===== src/rtl/univ_shift_register.sv =====
// univ_shift_register: universal shift register with load/shift/rotate/asr and self-timed burst rotate
module univ_shift_register #(
  parameter int WIDTH = 8,
  parameter int CNT_W = 8
) (
  input  logic             clk,
  input  logic             reset,
  input  logic             en,
  input  logic [2:0]       mode,
  input  logic [WIDTH-1:0] parallel_in,
  input  logic             serial_in_r,
  input  logic             serial_in_l,
  input  logic [CNT_W-1:0] count,
  output logic [WIDTH-1:0] parallel_out,
  output logic             serial_out_l,
  output logic             serial_out_r,
  output logic             busy,
  output logic             done
);
  typedef enum logic {IDLE, RUN} state_t;
  state_t state, state_n;
  logic [CNT_W-1:0] rem, rem_n;
  logic [WIDTH-1:0] q_n, rotr;
  logic done_n;
  assign rotr = {parallel_out[0], parallel_out[WIDTH-1:1]};
  always_comb begin
    state_n = state;
    rem_n = rem;
    q_n = parallel_out;
    done_n = 1'b0;
    if (state == RUN) begin
      q_n = rotr;
      rem_n = rem - 1'b1;
      state_n = (rem == CNT_W'(1)) ? IDLE : RUN;
      done_n = (rem == CNT_W'(1));
    end else if (en) begin
      case (mode)
        3'b001: q_n = parallel_in;
        3'b010: q_n = {parallel_out[WIDTH-2:0], serial_in_r};
        3'b011: q_n = {serial_in_l, parallel_out[WIDTH-1:1]};
        3'b100: q_n = {parallel_out[WIDTH-2:0], parallel_out[WIDTH-1]};
        3'b101: q_n = rotr;
        3'b110: q_n = {parallel_out[WIDTH-1], parallel_out[WIDTH-1:1]};
        3'b111: begin
          done_n = (count == '0);
          rem_n = count;
          state_n = (count == '0) ? IDLE : RUN;
        end
        default: q_n = parallel_out;
      endcase
    end
  end
  always_ff @(posedge clk) begin
    if (!reset) begin
      state <= IDLE;
      rem <= '0;
      parallel_out <= '0;
      done <= 1'b0;
    end else begin
      state <= state_n;
      rem <= rem_n;
      parallel_out <= q_n;
      done <= done_n;
    end
  end
  assign busy = (state == RUN);
  assign serial_out_l = parallel_out[WIDTH-1];
  assign serial_out_r = parallel_out[0];
endmodule


===== config.mk =====
export PLATFORM = sky130hd
export DESIGN_NAME = univ_shift_register
export DESIGN_NICKNAME = d
export VERILOG_FILES = /design/src/rtl/univ_shift_register.sv
export SDC_FILE = /design/constraint.sdc
export NUM_CORES = 1
export LEC_CHECK = 0
export CAP_MARGIN = 40
export CORE_MARGIN = 2
export CORE_UTILIZATION = 45
export CTS_BUF_LIST = sky130_fd_sc_hd__clkbuf_2 sky130_fd_sc_hd__clkbuf_4 sky130_fd_sc_hd__clkbuf_8
export DETAILED_ROUTE_END_ITERATION = 6
export PLACE_DENSITY_LB_ADDON = 0.2
export SYNTH_ARGS = -nofsm -noshare
export SYNTH_HDL_FRONTEND = slang
export SYNTH_SLANG_ARGS = --single-unit

===== constraint.sdc =====
create_clock -name clk -period 2.6 [get_ports clk]
set_clock_uncertainty 0.2 [all_clocks]
set_input_delay 0.39 -clock clk [delete_from_list [all_inputs] [get_ports clk]]
set_output_delay 0.39 -clock clk [all_outputs]
set_load 0.01 [all_outputs]

==> impl_metrics.json <==
{
  "status": "finished clean",
  "ys_types": 48,
  "core_mm2": 0.00254,
  "post-place-ws_ns": 0.267,
  "r2r_slack_ns": 0.76,
  "crit_family": "buffers and inverters",
  "grt-ovfl-total": 0,
  "synth_seq_area_share_pct": 29.2,
  "p_per_area_mw_per_mm2": 440,
  "period_share_pct": 81.0,
  "clockRootBuffer": "clkbuf_4",
  "hold_class": "flip-flop to flip-flop",
  "cts_max_level": 1,
  "grt_pass1_vias": 1163,
  "setup_viol": 0,
  "grt_start_max_net_pins": 18,
  "async_flop_share_pct": 0,
  "finalCriticalPeriod_ns": 2.11,
  "cts.sinks": 18,
  "power_leakage_nw": 0.578,
  "syn_nets": 175,
  "dieHeight_um": 56.3,
  "dp_hpwl_mm": 2.29,
  "endpoint_kind": "primary output",
  "rows": 18,
  "wl_per_cell_um": 14.7,
  "synth.area.top_cells": "dfxtp_1 29%, nand3b_1 6.1%, o21ai_0 6.1%",
  "cts_inserted_buffers": 3,
  "drv_cap": 0,
  "die_area_mm2": 0.00317,
  "rsz0062_at_grt": "no",
  "clk-insertion-delay-late_ns": 0.31,
  "worst_slack_ns": 0.493,
  "clk_pin_slew_ns": 0.12,
  "gp_congestion": 0.846,
  "finalWirelength_mm": 3.11,
  "ys_ff_latch": 18,
  "antenna_found_initial": 0,
  "vias": 1256,
  "crit_fanout": 14,
  "start_util_pct": 48.4,
  "cts_tree": "yes",
  "synth_area_mm2": 0.00123,
  "antenna_cells": 0,
  "syn_avg_cell_area_um2": 8.27,
  "postCtsHoldBufs": 0,
  "cp.required_ns": 2.01,
  "startpoint_type": "flip-flop",
  "setup_tns_ns": 0,
  "max_freq_mhz": 475,
  "crit_arrival_ns": 1.52,
  "vdd_drop_max_v": 0.000346,
  "worst_slew_pin_slew_ns": 0.662,
  "die_x_um": 56.3,
  "clockBufferDepth": 2,
  "final_nets": 208,
  "slew-limit-headroom_pct": 55.7,
  "synthDominantCellAreaShare_pct": 29.2,
  "hold_violations": 0,
  "synthFlopType": "dfxtp_1",
  "syn_inst": 149,
  "cts_resized": 0,
  "cts_setup_buffers": 0,
  "synth_edf_count": 0,
  "numPortBuffers": 35,
  "critPathSlowestCell": "clkdlybuf4s50_1",
  "setup.worst_path.class": "flip-flop to primary output",
  "ys_warn_count": 0,
  "firstDrtPassIters": 4,
  "critical_path.cell_chain": "clkdlybuf4s50_1",
  "synth_top_cell_by_area": "dfxtp_1",
  "antenna_left": 0,
  "grt_pass1_wl_mm": 5.22,
  "power_w": 0.000711,
  "synthToLayoutAreaGrowth_pct": 31.2,
  "drtIter0Drc": 22,
  "vias_per_cell": 5.95,
  "drc": 0,
  "slowest_delay_ns": 0.62,
  "ios": 36,
  "final_core_util_pct": 63.5,
  "grtUsageTotal_pct": 20.5,
  "finalMaxSlewViolations": 0,
  "drive_above_1_share_pct": 12.2,
  "critical_path_buf_inv_count": 1
}
==> path summary, 6_finish.rpt <==
kind | endpoint | depth (start not counted) | from
setup / recovery | busy | 1 | busy$_SDFF_PN0_
hold / removal | rem[6]$_SDFFE_PN0P_ | 2 | rem[6]$_SDFFE_PN0P_
setup reg to reg | rem[7]$_SDFFE_PN0P_ | 4 | busy$_SDFF_PN0_
hold reg to reg | rem[6]$_SDFFE_PN0P_ | 2 | rem[6]$_SDFFE_PN0P_
==> routing by layer <==
| metal | up-vias | track usage [%] | share of wire (%) |
|---|---|---|---|
| met1 | 590 | 26.6 | 46 |
| met5 | - | 0 | 0 |
| met4 | 0 | 6.80 | 1.2 |
| met2 | 35 | 33.4 | 47 |
| met3 | 4 | 4.84 | 5.9 |
| li1 | 627 | - | - |
==> layout make-up <==
type	instances	area [um2]
sequential	18	360
clock buffer	4	36.3
fill	233	928
timing repair buffer	40	388
inverter	5	18.8
tap	30	37.5
multi-input combinational	114	776
==> Yosys cell counts (2+ instances only) <==
| cell type | number |
|---|---|
| a211oi_1 | 2 |
| and3_2 | 2 |
| o21ai_2 | 3 |
| a21o_1 | 6 |
| dfxtp_1 | 18 |
| a211o_1 | 2 |
| nand2_1 | 9 |
| a21boi_0 | 3 |
| inv_1 | 5 |
| a21oi_1 | 3 |
| o21ai_0 | 15 |
| buf_6 | 2 |
| nor4_1 | 2 |
| nor3_1 | 3 |
| buf_2 | 2 |
| buf_4 | 4 |
| nor2_1 | 6 |
| a31oi_1 | 8 |
| clkbuf_1 | 4 |
| ha_1 | 2 |
| nand3b_1 | 10 |
| xnor2_1 | 2 |
| o211ai_1 | 2 |
| nand3_1 | 10 |
==> kinds of logic after synthesis <==
| logic type | after synthesis | synth area share, % |
|---|---|---|
| xor+xnor | 3 | 2.74 |
| buf+inv | 17 | 7.82 |
| simple gates | 52 | 24.9 |
| flops | 18 | 29.2 |
| compound gates | 57 | 33.3 |
| fa+ha+maj | 2 | 2.03 |
==> worst reg2reg max path, delay by kind of cell, from the launching register on <==
| family | cells | cell delay [ns] |
|---|---|---|
| AOI/OAI and AO/OA | 1 | 0.22 |
| DFF | 1 | 0.59 |
| and+or+nand+nor | 3 | 0.76 |
==> report_power, final <==
| group | internal (W) | switching, W | leakage (nW) | total (W) |
|---|---|---|---|---|
| clock | 0.0000856 | 0.000105 | 0.0210 | 0.000191 |
| combinational | 0.000112 | 0.0000881 | 0.409 | 0.000200 |
| sequential | 0.000296 | 0.0000244 | 0.148 | 0.000321 |
==> per-stage QoR <==
step | cell area, um2 | cells | hold slack, ns
6_report | 1620 | 211 | 0.298
5_1_grt | 1620 | 211 | 0.342
4_1_cts | 1620 | 211 | 0.301
3_5_place_dp | 1580 | 207 | 0.275
3_3_place_gp | 1580 | 207 | 0.266
2_1_floorplan | 1230 | 149 | 0.236
==> placed cells by master, fill, tap and decap left out, types with 3 or more instances in the layout <==
cell,netlist,routed
clkbuf_4,0,3
buf_4,4,5
nor3_1,3,3
clkdlybuf4s50_1,0,35
nor2_1,6,6
o21ai_0,15,15
inv_1,5,5
a21boi_0,3,3
a21o_1,6,6
a31oi_1,8,8
nand2_1,9,9
o21ai_2,3,3
dfxtp_1,18,18
nand3b_1,10,10
nand3_1,10,10
a21oi_1,3,3
==> registers in the layout, indices dropped and copies added (netlist names) <==
name and flops:
done 1, rem 8, busy 1, parallel_out 8
(Power assumes the default switching activity.)
